$ cat config.mk
export PLATFORM = sky130hd
export DESIGN_NAME = instruction_fetch_unit_flat
export DESIGN_NICKNAME = d
export VERILOG_FILES = /design/src/rtl/fetch_pkg.sv /design/src/rtl/instruction_fetch_unit_if.sv /design/src/rtl/fetch_buffer.sv /design/src/rtl/instruction_fetch_unit.sv /design/src/flat_wrapper.sv
export SDC_FILE = /design/constraint.sdc
export NUM_CORES = 1
export LEC_CHECK = 0
export ABC_CLOCK_PERIOD_IN_PS = 12600
export CAP_MARGIN = 20
export CORE_ASPECT_RATIO = 2
export CORE_UTILIZATION = 30
export CTS_BUF_LIST = sky130_fd_sc_hd__clkbuf_8
export DETAILED_ROUTE_END_ITERATION = 10
export PLACE_DENSITY = 0.52
export SLEW_MARGIN = 20
export SYNTH_ARGS = -nofsm -noshare
export SYNTH_HDL_FRONTEND = slang
export SYNTH_HIERARCHICAL = 1
export SYNTH_SLANG_ARGS = --single-unit
$ cat constraint.sdc
create_clock -name clk -period 12.6 [get_ports clk]
set_input_delay 2.52 -clock clk [delete_from_list [all_inputs] [get_ports clk]]
set_output_delay 2.52 -clock clk [all_outputs]
set_load 0.02 [all_outputs]
$ cat src/rtl/fetch_pkg.sv
// Shared types for the instruction fetch unit: FSM encoding,
// buffer entry layout and the 65-bit bounds helper.
package fetch_pkg;

    typedef enum logic [1:0] {
        FETCH         = 2'd0,
        HALT_END      = 2'd1,
        HALT_MISALIGN = 2'd2
    } state_t;

    localparam int INST_BYTES = 4;
    localparam int ENTRY_W    = 96;

    typedef struct packed {
        logic [31:0] inst;
        logic [63:0] pc;
    } entry_t;

    // Widened by one bit so an address near 2^64 cannot wrap into range
    function automatic logic fits(
        input logic [63:0] addr,
        input logic [64:0] span,
        input logic [64:0] lim
    );
        return ({1'b0, addr} + span) <= lim;
    endfunction

endpackage

$ cat src/rtl/instruction_fetch_unit_if.sv
// Instruction-memory, decode and redirect signals of the fetch unit.
// master is the fetch side; slave is memory/decode/execute.
interface instruction_fetch_unit_if;

    logic [63:0] Inst_Address;
    logic [31:0] Instruction;
    logic        inst_valid;
    logic        inst_ready;
    logic [31:0] inst_out;
    logic [63:0] inst_pc;
    logic        redirect_valid;
    logic [63:0] redirect_pc;
    logic        fetch_halted;
    logic        misaligned;

    modport master (
        output Inst_Address,
        input  Instruction,
        output inst_valid,
        input  inst_ready,
        output inst_out,
        output inst_pc,
        input  redirect_valid,
        input  redirect_pc,
        output fetch_halted,
        output misaligned
    );

    modport slave (
        input  Inst_Address,
        output Instruction,
        input  inst_valid,
        output inst_ready,
        input  inst_out,
        input  inst_pc,
        output redirect_valid,
        output redirect_pc,
        input  fetch_halted,
        input  misaligned
    );

endinterface

$ cat src/rtl/fetch_buffer.sv
// Small FIFO of {inst, pc} entries between fetch and decode.
// Flush wins over push and pop; push+pop at full is allowed.
module fetch_buffer
    import fetch_pkg::*;
#(
    parameter int DEPTH = 2,
    parameter int CW    = $clog2(DEPTH + 1)
) (
    input  logic          clk,
    input  logic          reset,
    input  logic          push,
    input  logic          pop,
    input  logic          flush,
    input  entry_t        din,
    output entry_t        dout,
    output logic [CW-1:0] count
);

    localparam int AW = $clog2(DEPTH);

    entry_t        mem [DEPTH];
    logic [AW-1:0] rd_ptr;
    logic [AW-1:0] wr_ptr;
    logic          do_pop;
    logic          do_push;
    logic          not_full;

    assign not_full = count < CW'(DEPTH);
    assign do_pop   = pop & (count != '0);
    assign do_push  = push & (not_full | do_pop);

    always_ff @(posedge clk) begin
        if (!reset) begin
            rd_ptr <= '0;
            wr_ptr <= '0;
            count  <= '0;
        end else if (flush) begin
            rd_ptr <= '0;
            wr_ptr <= '0;
            count  <= '0;
        end else begin
            if (do_push) begin
                wr_ptr <= wr_ptr + AW'(1);
            end
            if (do_pop) begin
                rd_ptr <= rd_ptr + AW'(1);
            end
            case ({do_push, do_pop})
                2'b10:   count <= count + CW'(1);
                2'b01:   count <= count - CW'(1);
                default: count <= count;
            endcase
        end
    end

    always_ff @(posedge clk) begin
        if (reset & ~flush & do_push) begin
            mem[wr_ptr] <= din;
        end
    end

    assign dout = mem[rd_ptr];

endmodule

$ cat src/rtl/instruction_fetch_unit.sv
// Fetch stage: owns the PC, reads instruction memory, buffers words
// for decode and handles execute redirects and halt conditions.
module instruction_fetch_unit
    import fetch_pkg::*;
#(
    parameter logic [63:0] RESET_PC   = 64'h0,
    parameter int          IMEM_BYTES = 16,
    parameter int          DEPTH      = 2
) (
    input logic                      clk,
    input logic                      reset,
    instruction_fetch_unit_if.master bus
);

    localparam int          CW    = $clog2(DEPTH + 1);
    localparam logic [64:0] LIMIT = 65'(IMEM_BYTES);
    localparam logic [64:0] SPAN1 = 65'(INST_BYTES);
    localparam logic [64:0] SPAN2 = 65'(2 * INST_BYTES);

    state_t        state;
    state_t        state_nx;
    logic [63:0]   pc;
    logic [63:0]   pc_nx;
    logic [CW-1:0] count;
    logic          valid;
    logic          pop;
    logic          push;
    logic          room;
    entry_t        head;
    entry_t        tail;

    assign valid = count != '0;
    assign pop   = valid & bus.inst_ready;
    assign room  = (count < CW'(DEPTH)) | pop;
    assign push  = (state == FETCH) & room
                 & ~bus.redirect_valid;
    assign tail  = {bus.Instruction, pc};

    fetch_buffer #(
        .DEPTH (DEPTH),
        .CW    (CW)
    ) u_buf (
        .clk   (clk),
        .reset (reset),
        .push  (push),
        .pop   (pop),
        .flush (bus.redirect_valid),
        .din   (tail),
        .dout  (head),
        .count (count)
    );

    always_ff @(posedge clk) begin
        if (!reset) begin
            state <= FETCH;
            pc    <= RESET_PC;
        end else begin
            state <= state_nx;
            pc    <= pc_nx;
        end
    end

    always_comb begin
        state_nx = state;
        pc_nx    = pc;
        unique case (1'b1)
            bus.redirect_valid: begin
                pc_nx = bus.redirect_pc;
                if (bus.redirect_pc[1:0] != 2'b00) begin
                    state_nx = HALT_MISALIGN;
                end else if (!fits(bus.redirect_pc, SPAN1, LIMIT)) begin
                    state_nx = HALT_END;
                end else begin
                    state_nx = FETCH;
                end
            end
            push: begin
                pc_nx = pc + 64'(INST_BYTES);
                // Stop once the following word would fall off the end
                if (!fits(pc, SPAN2, LIMIT)) begin
                    state_nx = HALT_END;
                end
            end
            default: begin
                state_nx = state;
            end
        endcase
    end

    assign bus.Inst_Address = pc;
    assign bus.inst_valid   = valid;
    assign bus.inst_out     = head.inst;
    assign bus.inst_pc      = head.pc;
    assign bus.fetch_halted = state != FETCH;
    assign bus.misaligned   = state == HALT_MISALIGN;

endmodule

$ cat src/flat_wrapper.sv
// flat-port wrapper written by rule: the top's interface ports become plain ports
module instruction_fetch_unit_flat import fetch_pkg::*;
#(
    parameter logic [63:0] RESET_PC   = 64'h0,
    parameter int          IMEM_BYTES = 16,
    parameter int          DEPTH      = 2
)
  (clk, reset, bus_Inst_Address, bus_Instruction, bus_inst_valid, bus_inst_ready, bus_inst_out, bus_inst_pc, bus_redirect_valid, bus_redirect_pc, bus_fetch_halted, bus_misaligned);
  instruction_fetch_unit_if bus_i ();
  input logic clk;
  input logic reset;
  output wire logic [$bits(bus_i.Inst_Address)-1:0] bus_Inst_Address;
  input wire logic [$bits(bus_i.Instruction)-1:0] bus_Instruction;
  output wire logic [$bits(bus_i.inst_valid)-1:0] bus_inst_valid;
  input wire logic [$bits(bus_i.inst_ready)-1:0] bus_inst_ready;
  output wire logic [$bits(bus_i.inst_out)-1:0] bus_inst_out;
  output wire logic [$bits(bus_i.inst_pc)-1:0] bus_inst_pc;
  input wire logic [$bits(bus_i.redirect_valid)-1:0] bus_redirect_valid;
  input wire logic [$bits(bus_i.redirect_pc)-1:0] bus_redirect_pc;
  output wire logic [$bits(bus_i.fetch_halted)-1:0] bus_fetch_halted;
  output wire logic [$bits(bus_i.misaligned)-1:0] bus_misaligned;
  assign bus_Inst_Address = bus_i.Inst_Address;
  assign bus_i.Instruction = bus_Instruction;
  assign bus_inst_valid = bus_i.inst_valid;
  assign bus_i.inst_ready = bus_inst_ready;
  assign bus_inst_out = bus_i.inst_out;
  assign bus_inst_pc = bus_i.inst_pc;
  assign bus_i.redirect_valid = bus_redirect_valid;
  assign bus_i.redirect_pc = bus_redirect_pc;
  assign bus_fetch_halted = bus_i.fetch_halted;
  assign bus_misaligned = bus_i.misaligned;
  instruction_fetch_unit #(.RESET_PC(RESET_PC), .IMEM_BYTES(IMEM_BYTES), .DEPTH(DEPTH)) u_core (.clk(clk), .reset(reset), .bus(bus_i));
endmodule
# [Word-level counts from Yosys, hierarchy flattened]
# Memory sizes are Yosys's and may differ from the RTL's. A register that Yosys moved wholly into a read port is not among the register bits.
# Index checks and enable logic that the tools add are counted.
[word_totals] reg_bits=70 memories=1 mem_bits_rw=192
[op_classes] add_sub_neg=7 n_reduce_logical=8 muxes=10 bitwise_logic=11 eq_ne=4 magnitude_cmp=3
[mem_list] memory="u_core.u_buf.mem" depth=2 width=96 rd=1 rd_clocked_by_memory_dff=1 wr=1 line_no="fetch_buffer.sv:21" text="entry_t mem [DEPTH];"
[op_table] op="less-or-equal comparator 65 x 5 -> 1 bit (second input constant)" count=2
[op_table] op="one-hot mux 64 bit (2 select lines)" count=1
[op_table] op="adder 64 x 3 -> 65 bit (second input constant)" count=1
[op_table] op="adder 64 x 4 -> 65 bit (second input constant)" count=1
[op_table] op="adder 64 x 3 -> 64 bit (second input constant)" count=1
[op_table] op="nonzero test 2 bit" count=5
[op_table] op="one-hot mux 2 bit (2 select lines)" count=2
[op_table] op="AND 1 bit" count=7
[op_table] op="2-to-1 mux 1 bit" count=5
[op_table] op="== test 2 bit (second input constant)" count=2
[op_table] op="2-to-1 mux 2 bit" count=2
[op_table] op="adder 1 bit (second input constant)" count=2
[op_table] op="adder 2 x 1 -> 2 bit (second input constant)" count=1
[op_table] op="== test 2 x 1 -> 1 bit (second input constant)" count=1
[op_table] op="zero test 2 bit" count=1
[op_table] op="< comparator 2 bit (second input constant)" count=1
[op_table] op="!= test 2 bit (second input constant)" count=1
[op_table] op="NOT 1 bit" count=2
[op_table] op="bitwise OR 1 bit" count=2
[op_table] op="AND reduction 2 bit" count=1
[op_table] op="OR reduction 2 bit" count=1
[op_table] op="subtractor 2 x 1 -> 2 bit (second input constant)" count=1

# [Depth between registers and ports, before layout]
[logic_depth] word_depth=9 depth_mapped=11 ltp_nobuf=10

# [Modules after synthesis]
# The synthesis kept the hierarchy.
[by_module_without_submodules] module="fetch_buffer" seq_area_each_um2=5865.6 cells_each=325 area_each_um2=7309.5 n_inst=1
[by_module_without_submodules] module="instruction_fetch_unit" seq_area_each_um2=1321.3 cells_each=943 area_each_um2=6658.9 n_inst=1

# [Worst setup path before layout]
# Ideal clock, no wire load.
[synth_path] path_type="in2reg" start="input bus_inst_ready" end="memory u_core/u_buf/mem[0][0] (netlist name) (enable)" path_buffers=0 setup_time_ps=668 path_stages=5 slack_ps=2225 arrival_ps=9707 cell_sequence="inv_1 -> a21oi_1 -> and2_1 -> nand2b_1 -> nor3_1"
[synth_via] elab_chain_cells=8
[synth_rtl] item="start, declared" line_no="flat_wrapper.sv:15" text="input wire logic [$bits(bus_i.inst_ready)-1:0] bus_inst_ready;"
[synth_rtl] item="AND 1 bit" line_no="instruction_fetch_unit.sv:33" text="assign pop = valid & bus.inst_ready;"
[synth_rtl] item="bitwise OR 1 bit" line_no="instruction_fetch_unit.sv:34" text="assign room = (count < CW'(DEPTH)) | pop;"
[synth_rtl] item="AND 1 bit" line_no="instruction_fetch_unit.sv:35" text="assign push = (state == FETCH) & room"
[synth_rtl] item="AND 1 bit" line_no="instruction_fetch_unit.sv:36" text="& ~bus.redirect_valid;"
[synth_rtl] item="named net u_core.push" line_no="instruction_fetch_unit.sv:27" text="logic push;"
[synth_rtl] item="AND 1 bit" line_no="fetch_buffer.sv:30" text="assign do_push = push & (not_full | do_pop);"
[synth_rtl] item="AND 1 bit" line_no="fetch_buffer.sv:57" text="if (reset & ~flush & do_push) begin"
[synth_rtl] item="2-to-1 mux 1 bit" line_no="fetch_buffer.sv:57"
[synth_rtl] item="2-to-1 mux 1 bit (not written as such)" line_no="fetch_buffer.sv:58" text="mem[wr_ptr] <= din;"
[synth_rtl] item="end, declared" line_no="fetch_buffer.sv:21"
# The timed path passes the listed nets, and every way through them passes these cells.

==> impl_results.rst <==
.. list-table::
   :header-rows: 1

   * - Metric
     - Value
   * - Outcome
     - finished, final reports clean
   * - Wire length of the first global-routing pass
     - between 70000 and 80000 um
   * - Most numerous cell types in the synthesized netlist
     - sky130_fd_sc_hd__edfxtp_1 (192), sky130_fd_sc_hd__nand2_1 (133), sky130_fd_sc_hd__dfxtp_1 (71), sky130_fd_sc_hd__nand4_1 (66), sky130_fd_sc_hd__xnor2_1 (62)
   * - Die Area
     - around 47000 um^2
   * - Worst-case setup slack after placement
     - between 6 and 7 ns
   * - Top cell type's share of synthesized area
     - 0.413
   * - Power share of the clock group
     - 0.353
   * - Clock tree skew after final layout
     - 0.0226 ns
   * - Number of vias in the routed layout
     - ~11000
   * - Post-CTS clock slew at the launch and capture registers of the worst setup and hold paths
     - ~0.06 ns
   * - Cell types with the largest area share after synthesis
     - sky130_fd_sc_hd__edfxtp_1 (41%), sky130_fd_sc_hd__dfxtp_1 (10%), sky130_fd_sc_hd__mux2_2 (4.6%)
   * - Global route overflow
     - 0
   * - Number of inserted filler cells in the final layout
     - 4543
   * - # resized after CTS
     - 0
   * - Pwr Density
     - 107 nW/um^2
   * - Proportion of synthesized area in mux cells
     - 0.0954
   * - Vias in the first global route
     - 11300
   * - ANT nets after route
     - 0
   * - Die Ht
     - 307 um
   * - Fin crit period
     - between 5 and 6 ns
   * - Number of antenna violations at the first check in global routing
     - 1
   * - Xor/xnor share of the synthesized area
     - 0.0577
   * - Count of buffers inserted at the top-level ports
     - 262
   * - Synth-to-layout area growth
     - 27.8%
   * - Comb pwr share
     - 0.125
   * - Clock latency on the worst-skew pair
     - between 0.5 and 0.6 ns
   * - Flops & latches, synth
     - ~260
   * - Pin count of the biggest net entering global routing
     - ~70
   * - Largest incremental delay on the critical path
     - 0.79 ns
   * - Placed cell count
     - about 2000
   * - Final worst slack
     - 6.87 ns
   * - Post-detailed-route DRC marker count
     - 0
   * - Fraction of final layout cells sized beyond drive strength 1
     - 0.132
   * - Arrival @ worst endpoint
     - between 3 and 4 ns
   * - TritonCTS buffer count
     - 40
   * - Average wire length per cell after detail routing
     - 23.6 um
   * - Clock tree sinks
     - 263
   * - Post-CTS setup repair buffer count
     - 0
   * - Leakage component of the power
     - 6.07 nW
   * - Fraction of the cycle the final worst path needs
     - 0.455
   * - Number of buffers on the longest clock path
     - 3
   * - Largest family of logic cells by synthesized area
     - simple AND/OR/NAND/NOR gates
   * - Slew @ Worst Pin
     - 1.13 ns
   * - Finish-stage setup viols
     - 0
   * - NetSw
     - 509 uW
   * - Post-CTS Hold Fix Bufs
     - 0
   * - Placeable Area
     - about 46000 um^2
   * - Cell chosen for the clock root
     - sky130_fd_sc_hd__clkbuf_8
   * - Number of library cell types mapped by synthesis
     - 76
   * - Portion of the post-synthesis area used by sequential elements
     - 0.515
   * - Die W
     - about 150 um
   * - Hold slack final
     - approximately 0.5 ns
   * - Final Total Pwr
     - 1.91 mW
   * - Synthesis Warnings
     - 6
   * - Worst VDD drop
     - 52.7 uV
   * - List of cells traversed by the critical path
     - buf_4 > mux2_4 > clkdlybuf4s50_1
   * - Unrepaired setup endpoints after global routing
     - false
   * - Syn_nets
     - 1372
   * - Ratio of routed vias to standard cells
     - ~5.4
   * - Setup CP Type
     - reg -> out
   * - Max-slew violations
     - 0
   * - Most numerous cell in the Yosys netlist
     - sky130_fd_sc_hd__edfxtp_1
   * - Area of the multi-input gates
     - roughly 6300 um^2
   * - Max-Slew Margin vs Limit
     - 0.237
   * - CTS tree
     - yes
   * - CP Capture Type
     - output port
   * - Proportion of power drawn by flip-flops and latches
     - 0.521
   * - Worst path required time
     - between 10 and 15 ns
   * - Cell Area, Synth
     - 14000 um^2
   * - FFs w/ async S/R, synth
     - 0
   * - Crit-path max FO
     - 50
   * - Average footprint of a synthesized cell
     - 11.0 um^2
   * - Switching part of the total
     - 0.267
   * - Starting density of the core
     - 0.305
   * - Number of ports placed on the die boundary
     - roughly 260
   * - Layout Nets
     - 1616
   * - RePlAce Congestion
     - between 0.9 and 1
   * - Layout Utilization
     - 0.390
   * - Number of enable flip-flop cells after synthesis
     - 192
   * - Classification of the worst-slack hold path
     - reg -> reg
   * - Final Instance Count excl. Fillers
     - about 2100
   * - Most used flip-flop cell after synthesis
     - sky130_fd_sc_hd__edfxtp_1
   * - Accumulated negative setup slack
     - 0 ns
   * - Post-synth top area cell
     - sky130_fd_sc_hd__edfxtp_1
   * - Synthesized-area fraction occupied by adder cells
     - 0.00358
   * - Drt first-iter violations
     - between 800 and 900
   * - Dpl hpwl
     - around 37000 um
   * - Achievable Freq
     - between 150 and 200 MHz
   * - Synthesized instance count
     - around 1300
   * - Number of levels in the clock H-tree
     - 2
   * - Startpoint kind of the worst setup timing path
     - flip-flop
   * - Simple-gate share of the synthesized area
     - 0.204
   * - Sequential cell area
     - about 7200 um^2
   * - Final wirelength
     - 49800 um
   * - Number of optimization iterations in the first detailed-route pass
     - 5
   * - Post-placement cell area
     - approximately 17000 um^2
   * - Compound-cell area share of the yosys netlist
     - 0.0909
   * - Internal power
     - approximately 1.4 mW
   * - Site row count
     - roughly 110
   * - Maximum capacitance violations
     - 0
   * - Overall Global Routing Usage
     - 0.207
   * - Library cell contributing the largest single delay on the critical path
     - sky130_fd_sc_hd__buf_4
   * - Finished Cell Area
     - 17900 um^2
   * - Final hold violation count
     - 0
==> logic make-up after synthesis <==
kind of cell	count (synthesis)
fa+ha+maj	4
simple gates	521
mux	106
flops	263
xor+xnor	92
compound gates	173
buf+inv	109
==> power groups by stage <==
stage               logic (mW)  clock network, mW  registers [mW]
finish                   0.239              0.675           0.996
CTS                      0.241              0.701           0.996
global placement         0.239                  0            1.01
floorplan                0.111                  0            1.01
detailed placement       0.240                  0            1.02
global route             0.255              0.732           0.999
==> area by class of cell <==
cell class,count,area share
Sequential cell,263,0.403
Inverter,26,0.00547
Clock inverter,29,0.00855
Tap cell,565,0.0396
Antenna cell,1,0.000140
Clock buffer,43,0.0331
Multi-Input combinational cell,896,0.354
Timing Repair Buffer,285,0.156
==> state kept, by name, summed over array words and instances, names as in the netlist, named ones only <==
signal                   count
u_core/bus.Inst_Address     64
u_core/state                 2
u_core/u_buf/count           2
u_core/u_buf/mem           192
u_core/u_buf/rd_ptr          1
u_core/u_buf/wr_ptr          1
==> worst max-delay path: cells and delay by family (launching register included) <==
kind / cells / cell delay (ns)
buffers and inverters: 2 / 1.43
DFF: 1 / 0.76
muxes: 1 / 0.30
==> path summary, 6_finish.rpt <==
kind,start,endpoint,slack (ns),cells after the start
min reg2reg,u_core/state[1],u_core/state[1],0.51,1
min,u_core/state[1],u_core/state[1],0.51,1
max,flip-flop,bus_inst_pc[55],6.87,3
max reg2reg,u_core/bus.Inst_Address[7],u_core/state[0],8.18,8
==> metal layers <==
layer / vias up / global-route usage / share of wire
li1: 5274 / - / -
met1: 5477 / 0.219 / 0.36
met2: 473 / 0.399 / 0.55
met3: 106 / 0.0261 / 0.051
met4: 0 / 0.101 / 0.043
met5: - / 0 / 0
==> cells in the final DEF (no fill, tap or decap), drive strengths merged, types with 4 or more instances in the layout <==
| cell | netlist | final |
|---|---|---|
| and4 | 7 | 7 |
| o211a | 33 | 33 |
| or3 | 26 | 26 |
| a211o | 4 | 4 |
| nor4 | 43 | 43 |
| nand4 | 69 | 69 |
| o2111ai | 5 | 5 |
| a21oi | 20 | 20 |
| nand2b | 10 | 10 |
| nor2 | 45 | 45 |
| xnor2 | 62 | 62 |
| nor4b | 5 | 5 |
| and3 | 22 | 22 |
| a211oi | 4 | 4 |
| clkdlybuf4s50 | 0 | 261 |
| a21o | 6 | 6 |
| buf | 27 | 24 |
| a31oi | 11 | 11 |
| mux2i | 9 | 9 |
| a311oi | 4 | 4 |
| nor2b | 6 | 6 |
| ha | 4 | 4 |
| nand3 | 45 | 45 |
| or2 | 15 | 15 |
| clkinv | 1 | 9 |
| mux2 | 97 | 97 |
| and2 | 39 | 39 |
| or4 | 9 | 9 |
| clkbuf | 56 | 43 |
| nand2 | 133 | 133 |
| dfxtp | 71 | 71 |
| inv | 25 | 45 |
| o211ai | 4 | 4 |
| edfxtp | 192 | 192 |
| xor2 | 30 | 30 |
| nor3 | 41 | 41 |
| a2111o | 4 | 4 |
| o21ai | 47 | 47 |
No activity file was read; power rests on OpenSTA's default activity.
